<file path="config.mk">
export PLATFORM = sky130hd
export DESIGN_NAME = id_ex_stage_flat
export DESIGN_NICKNAME = d
export VERILOG_FILES = /design/src/rtl/id_ex_stage_if.sv /design/src/rtl/id_ex_stage.sv /design/src/flat_wrapper.sv
export SDC_FILE = /design/constraint.sdc
export NUM_CORES = 1
export LEC_CHECK = 0
export ABC_AREA = 1
export CAP_MARGIN = 10
export CORE_MARGIN = 5
export CORE_UTILIZATION = 41
export CTS_BUF_LIST = sky130_fd_sc_hd__clkbuf_2 sky130_fd_sc_hd__clkbuf_4 sky130_fd_sc_hd__clkbuf_8
export CTS_CLUSTER_SIZE = 30
export DETAILED_ROUTE_END_ITERATION = 7
export GPL_TIMING_DRIVEN = 0
export PLACE_DENSITY = 0.92
export SETUP_SLACK_MARGIN = 0.5
export SYNTH_ARGS = -nofsm -noshare
export SYNTH_HDL_FRONTEND = slang
export SYNTH_SLANG_ARGS = --single-unit
</file>
<file path="constraint.sdc">
create_clock -name clk -period 6.5 [get_ports clk]
set_input_delay 0.975 -clock clk [delete_from_list [all_inputs] [get_ports clk]]
set_output_delay 0.975 -clock clk [all_outputs]
set_load 0.05 [all_outputs]
</file>
<file path="src/rtl/id_ex_stage_if.sv">
// Bundles the ID-side inputs, MEM writeback snoop, and registered EX-side outputs of id_ex_stage.
// Latency: n/a (wiring only).
// Backpressure: stall is driven by the stage back toward IF/ID; there is no downstream ready.
// Port summary:
//   master modport (upstream/downstream driver): drives id_*, flush, mem_wr_*;
//                                                 receives stall, ex_*, bubble_cnt
//   slave modport (id_ex_stage): the mirror image
interface id_ex_stage_if #(parameter int DATA_W = 32);
  logic              id_valid;
  logic [DATA_W-1:0] id_pc;
  logic [3:0]        id_aluop;
  logic              id_dmload, id_dmstr, id_dmsel;
  logic [4:0]        id_ra, id_rb;
  logic              id_use_a, id_use_b;
  logic              id_wr_en;
  logic [4:0]        id_wr_reg;
  logic [15:0]       id_imm;
  logic [DATA_W-1:0] id_a, id_b;
  logic              flush;
  logic              mem_wr_en;
  logic [4:0]        mem_wr_reg;
  logic              stall;
  logic              ex_valid, ex_dmload, ex_dmstr, ex_dmsel, ex_wr_en;
  logic [3:0]        ex_aluop;
  logic [4:0]        ex_wr_reg, ex_ra, ex_rb;
  logic [15:0]       ex_imm;
  logic [DATA_W-1:0] ex_pc, ex_a, ex_b;
  logic [1:0]        ex_fwd_a, ex_fwd_b;
  logic [15:0]       bubble_cnt;

  modport master (
    output id_valid, id_pc, id_aluop, id_dmload, id_dmstr, id_dmsel, id_ra, id_rb,
           id_use_a, id_use_b, id_wr_en, id_wr_reg, id_imm, id_a, id_b,
           flush, mem_wr_en, mem_wr_reg,
    input  stall, ex_valid, ex_dmload, ex_dmstr, ex_dmsel, ex_wr_en, ex_aluop,
           ex_wr_reg, ex_ra, ex_rb, ex_imm, ex_pc, ex_a, ex_b, ex_fwd_a, ex_fwd_b,
           bubble_cnt
  );

  modport slave (
    input  id_valid, id_pc, id_aluop, id_dmload, id_dmstr, id_dmsel, id_ra, id_rb,
           id_use_a, id_use_b, id_wr_en, id_wr_reg, id_imm, id_a, id_b,
           flush, mem_wr_en, mem_wr_reg,
    output stall, ex_valid, ex_dmload, ex_dmstr, ex_dmsel, ex_wr_en, ex_aluop,
           ex_wr_reg, ex_ra, ex_rb, ex_imm, ex_pc, ex_a, ex_b, ex_fwd_a, ex_fwd_b,
           bubble_cnt
  );
endinterface

</file>
<file path="src/rtl/id_ex_stage.sv">
// ID/EX pipeline register with load-use / RAW hazard detection and forwarding selects.
// Latency: one cycle from ID fields to ex_*; stall is combinational in the ID cycle.
// Backpressure: stall holds PC and IF/ID while a bubble is loaded; flush overrides stall.
// Ports: clk, rst (async active-high), bus (id_ex_stage_if.slave).
// Build option: REDIRECT_EN defined -> forwarding enabled, only load-use stalls;
//               undefined -> any live EX/MEM hazard stalls, ex_fwd_* tied to 00.
module id_ex_stage #(
  parameter int DATA_W = 32
) (
  input logic          clk,
  input logic          rst,
  id_ex_stage_if.slave bus
);

  typedef struct packed {
    logic              valid;
    logic              dmload;
    logic              dmstr;
    logic              dmsel;
    logic              wr_en;
    logic [3:0]        aluop;
    logic [4:0]        wr_reg;
    logic [4:0]        ra;
    logic [4:0]        rb;
    logic [15:0]       imm;
    logic [DATA_W-1:0] pc;
    logic [DATA_W-1:0] a;
    logic [DATA_W-1:0] b;
    logic [1:0]        fwd_a;
    logic [1:0]        fwd_b;
  } ex_t;

  ex_t         ex_q, ex_d;
  logic [15:0] bubble_q;

  logic live_a, live_b;
  logic ex_haz_a, ex_haz_b;
  logic mem_haz_a, mem_haz_b;
  logic hazard_stall;
  logic stall_int;
  logic [1:0] fwd_a, fwd_b;

  // r0 is hardwired, so it never carries a dependence.
  assign live_a = bus.id_valid & bus.id_use_a & (bus.id_ra != 5'd0);
  assign live_b = bus.id_valid & bus.id_use_b & (bus.id_rb != 5'd0);

  assign ex_haz_a  = live_a & ex_q.valid & ex_q.wr_en & (ex_q.wr_reg == bus.id_ra);
  assign ex_haz_b  = live_b & ex_q.valid & ex_q.wr_en & (ex_q.wr_reg == bus.id_rb);
  assign mem_haz_a = live_a & bus.mem_wr_en & (bus.mem_wr_reg == bus.id_ra);
  assign mem_haz_b = live_b & bus.mem_wr_en & (bus.mem_wr_reg == bus.id_rb);

`ifdef REDIRECT_EN
  // A load's data is not available until it leaves MEM, so only that case waits.
  assign hazard_stall = (ex_haz_a | ex_haz_b) & ex_q.dmload;
  // The EX producer will sit in MEM next cycle, which is the younger (correct) value.
  assign fwd_a = ex_haz_a ? 2'b01 : (mem_haz_a ? 2'b10 : 2'b00);
  assign fwd_b = ex_haz_b ? 2'b01 : (mem_haz_b ? 2'b10 : 2'b00);
`else
  // No bypass paths: wait until the producer has reached WB (regfile writes first).
  assign hazard_stall = ex_haz_a | ex_haz_b | mem_haz_a | mem_haz_b;
  assign fwd_a = 2'b00;
  assign fwd_b = 2'b00;
`endif

  assign stall_int = ~bus.flush & hazard_stall;

  always_comb begin
    ex_d = '0;
    if (!(bus.flush || stall_int)) begin
      ex_d.valid  = bus.id_valid;
      ex_d.dmload = bus.id_dmload;
      ex_d.dmstr  = bus.id_dmstr;
      ex_d.dmsel  = bus.id_dmsel;
      ex_d.wr_en  = bus.id_wr_en;
      ex_d.aluop  = bus.id_aluop;
      ex_d.wr_reg = bus.id_wr_reg;
      ex_d.ra     = bus.id_ra;
      ex_d.rb     = bus.id_rb;
      ex_d.imm    = bus.id_imm;
      ex_d.pc     = bus.id_pc;
      ex_d.a      = bus.id_a;
      ex_d.b      = bus.id_b;
      ex_d.fwd_a  = fwd_a;
      ex_d.fwd_b  = fwd_b;
    end
  end

  always_ff @(posedge clk or posedge rst) begin
    if (rst) begin
      ex_q <= '0;
    end else begin
      ex_q <= ex_d;
    end
  end

  always_ff @(posedge clk or posedge rst) begin
    if (rst) begin
      bubble_q <= '0;
    end else if (stall_int && (bubble_q != 16'hFFFF)) begin
      bubble_q <= bubble_q + 16'd1;
    end
  end

  assign bus.stall      = stall_int;
  assign bus.ex_valid   = ex_q.valid;
  assign bus.ex_dmload  = ex_q.dmload;
  assign bus.ex_dmstr   = ex_q.dmstr;
  assign bus.ex_dmsel   = ex_q.dmsel;
  assign bus.ex_wr_en   = ex_q.wr_en;
  assign bus.ex_aluop   = ex_q.aluop;
  assign bus.ex_wr_reg  = ex_q.wr_reg;
  assign bus.ex_ra      = ex_q.ra;
  assign bus.ex_rb      = ex_q.rb;
  assign bus.ex_imm     = ex_q.imm;
  assign bus.ex_pc      = ex_q.pc;
  assign bus.ex_a       = ex_q.a;
  assign bus.ex_b       = ex_q.b;
  assign bus.ex_fwd_a   = ex_q.fwd_a;
  assign bus.ex_fwd_b   = ex_q.fwd_b;
  assign bus.bubble_cnt = bubble_q;

endmodule
</file>
<file path="src/flat_wrapper.sv">
// flat-port wrapper written by rule: the top's interface ports become plain ports
module id_ex_stage_flat 
#(
  parameter int DATA_W = 32
)
  (clk, rst, bus_id_valid, bus_id_pc, bus_id_aluop, bus_id_dmload, bus_id_dmstr, bus_id_dmsel, bus_id_ra, bus_id_rb, bus_id_use_a, bus_id_use_b, bus_id_wr_en, bus_id_wr_reg, bus_id_imm, bus_id_a, bus_id_b, bus_flush, bus_mem_wr_en, bus_mem_wr_reg, bus_stall, bus_ex_valid, bus_ex_dmload, bus_ex_dmstr, bus_ex_dmsel, bus_ex_wr_en, bus_ex_aluop, bus_ex_wr_reg, bus_ex_ra, bus_ex_rb, bus_ex_imm, bus_ex_pc, bus_ex_a, bus_ex_b, bus_ex_fwd_a, bus_ex_fwd_b, bus_bubble_cnt);
  id_ex_stage_if #(.DATA_W(DATA_W)) bus_i ();
  input logic clk;
  input logic rst;
  input wire logic [$bits(bus_i.id_valid)-1:0] bus_id_valid;
  input wire logic [$bits(bus_i.id_pc)-1:0] bus_id_pc;
  input wire logic [$bits(bus_i.id_aluop)-1:0] bus_id_aluop;
  input wire logic [$bits(bus_i.id_dmload)-1:0] bus_id_dmload;
  input wire logic [$bits(bus_i.id_dmstr)-1:0] bus_id_dmstr;
  input wire logic [$bits(bus_i.id_dmsel)-1:0] bus_id_dmsel;
  input wire logic [$bits(bus_i.id_ra)-1:0] bus_id_ra;
  input wire logic [$bits(bus_i.id_rb)-1:0] bus_id_rb;
  input wire logic [$bits(bus_i.id_use_a)-1:0] bus_id_use_a;
  input wire logic [$bits(bus_i.id_use_b)-1:0] bus_id_use_b;
  input wire logic [$bits(bus_i.id_wr_en)-1:0] bus_id_wr_en;
  input wire logic [$bits(bus_i.id_wr_reg)-1:0] bus_id_wr_reg;
  input wire logic [$bits(bus_i.id_imm)-1:0] bus_id_imm;
  input wire logic [$bits(bus_i.id_a)-1:0] bus_id_a;
  input wire logic [$bits(bus_i.id_b)-1:0] bus_id_b;
  input wire logic [$bits(bus_i.flush)-1:0] bus_flush;
  input wire logic [$bits(bus_i.mem_wr_en)-1:0] bus_mem_wr_en;
  input wire logic [$bits(bus_i.mem_wr_reg)-1:0] bus_mem_wr_reg;
  output wire logic [$bits(bus_i.stall)-1:0] bus_stall;
  output wire logic [$bits(bus_i.ex_valid)-1:0] bus_ex_valid;
  output wire logic [$bits(bus_i.ex_dmload)-1:0] bus_ex_dmload;
  output wire logic [$bits(bus_i.ex_dmstr)-1:0] bus_ex_dmstr;
  output wire logic [$bits(bus_i.ex_dmsel)-1:0] bus_ex_dmsel;
  output wire logic [$bits(bus_i.ex_wr_en)-1:0] bus_ex_wr_en;
  output wire logic [$bits(bus_i.ex_aluop)-1:0] bus_ex_aluop;
  output wire logic [$bits(bus_i.ex_wr_reg)-1:0] bus_ex_wr_reg;
  output wire logic [$bits(bus_i.ex_ra)-1:0] bus_ex_ra;
  output wire logic [$bits(bus_i.ex_rb)-1:0] bus_ex_rb;
  output wire logic [$bits(bus_i.ex_imm)-1:0] bus_ex_imm;
  output wire logic [$bits(bus_i.ex_pc)-1:0] bus_ex_pc;
  output wire logic [$bits(bus_i.ex_a)-1:0] bus_ex_a;
  output wire logic [$bits(bus_i.ex_b)-1:0] bus_ex_b;
  output wire logic [$bits(bus_i.ex_fwd_a)-1:0] bus_ex_fwd_a;
  output wire logic [$bits(bus_i.ex_fwd_b)-1:0] bus_ex_fwd_b;
  output wire logic [$bits(bus_i.bubble_cnt)-1:0] bus_bubble_cnt;
  assign bus_i.id_valid = bus_id_valid;
  assign bus_i.id_pc = bus_id_pc;
  assign bus_i.id_aluop = bus_id_aluop;
  assign bus_i.id_dmload = bus_id_dmload;
  assign bus_i.id_dmstr = bus_id_dmstr;
  assign bus_i.id_dmsel = bus_id_dmsel;
  assign bus_i.id_ra = bus_id_ra;
  assign bus_i.id_rb = bus_id_rb;
  assign bus_i.id_use_a = bus_id_use_a;
  assign bus_i.id_use_b = bus_id_use_b;
  assign bus_i.id_wr_en = bus_id_wr_en;
  assign bus_i.id_wr_reg = bus_id_wr_reg;
  assign bus_i.id_imm = bus_id_imm;
  assign bus_i.id_a = bus_id_a;
  assign bus_i.id_b = bus_id_b;
  assign bus_i.flush = bus_flush;
  assign bus_i.mem_wr_en = bus_mem_wr_en;
  assign bus_i.mem_wr_reg = bus_mem_wr_reg;
  assign bus_stall = bus_i.stall;
  assign bus_ex_valid = bus_i.ex_valid;
  assign bus_ex_dmload = bus_i.ex_dmload;
  assign bus_ex_dmstr = bus_i.ex_dmstr;
  assign bus_ex_dmsel = bus_i.ex_dmsel;
  assign bus_ex_wr_en = bus_i.ex_wr_en;
  assign bus_ex_aluop = bus_i.ex_aluop;
  assign bus_ex_wr_reg = bus_i.ex_wr_reg;
  assign bus_ex_ra = bus_i.ex_ra;
  assign bus_ex_rb = bus_i.ex_rb;
  assign bus_ex_imm = bus_i.ex_imm;
  assign bus_ex_pc = bus_i.ex_pc;
  assign bus_ex_a = bus_i.ex_a;
  assign bus_ex_b = bus_i.ex_b;
  assign bus_ex_fwd_a = bus_i.ex_fwd_a;
  assign bus_ex_fwd_b = bus_i.ex_fwd_b;
  assign bus_bubble_cnt = bus_i.bubble_cnt;
  id_ex_stage #(.DATA_W(DATA_W)) u_core (.clk(clk), .rst(rst), .bus(bus_i));
endmodule
</file>
==> run summary <==
Status: finished clean
VDD IR-drop max: 164.5 µV
Max Root-Sink Buffers: 2
Sequential-to-total area share from yosys stat: 63.39%
Port-buffer cells: 299
Fillers: 1043
Crit-path slowest cell: clkdlybuf4s50_1
First-pass GRT wire length: 28320 µm
Total track usage: 21.83%
Hold buffers post-CTS: 0
Root Buffer: clkbuf_8
Crit path cell chain: clkdlybuf4s50_1 -> xnor2_1 -> nand3_1 -> nor2_1 -> nand2_1 -> nand2_1 -> nand2_1 -> nand2_1 -> inv_2 -> nor2_1 -> clkdlybuf4s50_1
Max Fclk: 234.1 MHz
Num CTS Buffers: 17
Final hold vios: 0
Largest net degree at the start of global routing: 81
Number of synthesized flops with an enable pin: 0
Worst Skew: 14.39 ps
Via count: 5291
Synth Flop Type: dfrtp_1
Synthesized area per cell: 9.106 µm²
Worst-path clk slew: 80 ps
Reg power frac: 46.1%
Design area: 9649 µm²
CP endpoint kind: output pin
Clock tree from TritonCTS: built
Total power: 2191 µW
DRC: 0
Period utilization: 65.72%
HP Class: flip-flop to flip-flop
Final wirelength: 18820 µm
Skew-Pair Late Insertion Delay: 430 ps
Max stage delay on crit path: 810 ps
Starting DRT DRC Count: 226
Yosys warns: 0
Clock power frac: 31.5%
I/O pins: 304
Die Ht: 131.0 µm
Static Leak: 0.004949 µW
Setup repair bufs after CTS: 0
Ys async rst share: 100.0%
Final core occ: 66.90%
Final Non-Filler Cells: 1179
Worst-Margin Slew: 704.2 ps
Worst setup margin: 2228 ps
Placement Setup Slack: 2293 ps
Critical path required time: 5520 ps
Final Net Count: 1129
Post-DP Area: 9268 µm²
Buffers & Inverters on Critical Path: 3
Register bit total from synthesis: 152
Grt ovf: 0
Htree depth: 4
Critical Path Fanout Max: 4
Max Cap Viol: 0
Switching pwr: 682.6 µW
Area delta synth->final: 60.80%
Wirelength per Cell: 15.96 µm
Power Density: 227.1 nW/µm²
Setup-failing EPs final: 0
Vias in the first global route: 5535
Final Max Tran Viols: 0
Nature of the critical path startpoint: input pin
Critical path arrival: 3300 ps
Row Count: 44
Switching Fraction: 31.16%
Tmin final: 4272 ps
Vias/cell: 4.488
Most used cell, CP: nand2_1
Synthesized instance count: 659
Die W: 131.0 µm
Share of post-route cells with drive strength above 1: 6.036%
PostCTS Resize Cnt: 0
R2r setup slk: 4490 ps
Unrepaired setup endpoints after global routing: no
WS Path Type: input pin to output pin
Final ANT Viol Nets: 0
Combinational power share: 22.4%
Power Internal: 1508 µW
Sink Count: 152
Initial antenna violation count: 2
DRT Pass-1 Iters: 4
Family with the most delay on the worst path: buffers and inverters
Core area: 14420 µm²
Synth Cell Area: 6001 µm²
Die area: 17160 µm²
DP Cell Count: 1146
Starting density of the core: 41.60%
DP HPWL: 14820 µm
Number of library cell types mapped by synthesis: 19
Rel. slew slack: 53.06%
RD Place Congestion: 0.8666
synthesized netlist by cell type (2+ instances only):
master,n,area (µm²)
buf_2,10,50.05
buf_4,5,37.54
buf_6,5,56.30
clkbuf_1,2,7.510
dfrtp_1,152,3804
inv_1,154,578.1
inv_2,4,15.01
nand2_1,91,341.6
nand3_1,13,65.06
nand3b_1,2,15.01
nand4_1,23,143.9
nor2_1,166,623.1
nor3_1,5,25.02
xnor2_1,12,105.1
xor2_1,11,96.34
tightest hold or removal path: cells and delay by family (launching register included):
kind	cells	cell delay, ps
simple gates	2	120
flops	1	390
stage by stage:
| step | TNS, ps | hold slack (ps) |
|---|---|---|
| 2_1_floorplan | 0 | 772.3 |
| 3_3_place_gp | -66330 | 507.8 |
| 3_5_place_dp | 0 | 520.4 |
| 4_1_cts | 0 | 540.3 |
| 5_1_grt | 0 | 561.5 |
| 6_report | 0 | 536.9 |
layout by cell type, fill, tap and decap left out:
master / instances
buf_4: 5
inv_8: 1
ha_1: 1
nor3_1: 5
nand4_1: 23
buf_16: 1
diode_2: 1
conb_1: 4
inv_2: 4
xor2_1: 11
clkbuf_8: 19
buf_6: 5
buf_2: 10
dfrtp_1: 152
clkdlybuf4s50_1: 299
clkbuf_1: 2
nor2_1: 166
clkinv_2: 5
xnor2_1: 12
nand3b_1: 2
inv_6: 4
nand3_1: 13
nand2_1: 91
clkinvlp_4: 1
clkinv_4: 2
bufinv_16: 1
inv_1: 153
nand2_4: 1
nand3_2: 1
logic make-up after synthesis:
group         share of synthesized area [%]
fa+ha+maj                            0.2085
other cells                         0.06249
xor+xnor                              3.357
buf+inv                               12.41
simple gates                          20.58
flops                                 63.39
final cells by class:
type / count / area (µm²) / share of cell area [%]
plain buffers: 22 / 151.4 / 1.569
flip-flops and latches: 152 / 3804 / 39.42
well taps: 184 / 230.2 / 2.386
clock buffers: 19 / 261.5 / 2.710
multi-input cells: 330 / 1464 / 15.17
diodes: 1 / 2.502 / 0.02593
clock inverters: 13 / 117.6 / 1.219
repair buffers: 300 / 3020 / 31.30
inverters: 158 / 598.1 / 6.198
metal layers:
layer  wire length (µm)  up-vias  track usage [%]
li1                   -     2523                -
met1               6334     2481            21.85
met2               9987      235            39.70
met3               1920       50            9.756
met4                562        2            8.046
met5                 18        -                0
path summary, 6_finish.rpt:
check | startpoint | endpoint | depth (start not counted)
setup / recovery | bus_id_rb[3] | bus_stall | 11
hold / removal | u_core.bus.bubble_cnt[3] | u_core.bus.bubble_cnt[3] | 2
setup reg to reg | u_core.bus.bubble_cnt[0] | u_core.bus.bubble_cnt[11] | 7
hold reg to reg | u_core.bus.bubble_cnt[3] | u_core.bus.bubble_cnt[3] | 2
max in group asynchronous | rst | u_core.bus.bubble_cnt[13] | 3
min in group asynchronous | rst | u_core.bus.ex_pc[0] | 2
power groups by stage:
stage | sequential (µW) | clock [µW] | combinational (µW)
floorplan | 1200 | 0 | 94.3
global placement | 1030 | 0 | 480
detailed placement | 1030 | 0 | 492
CTS | 1010 | 701 | 495
global route | 1020 | 742 | 519
finish | 1010 | 690 | 491
No activity file was read; power rests on OpenSTA's default activity.
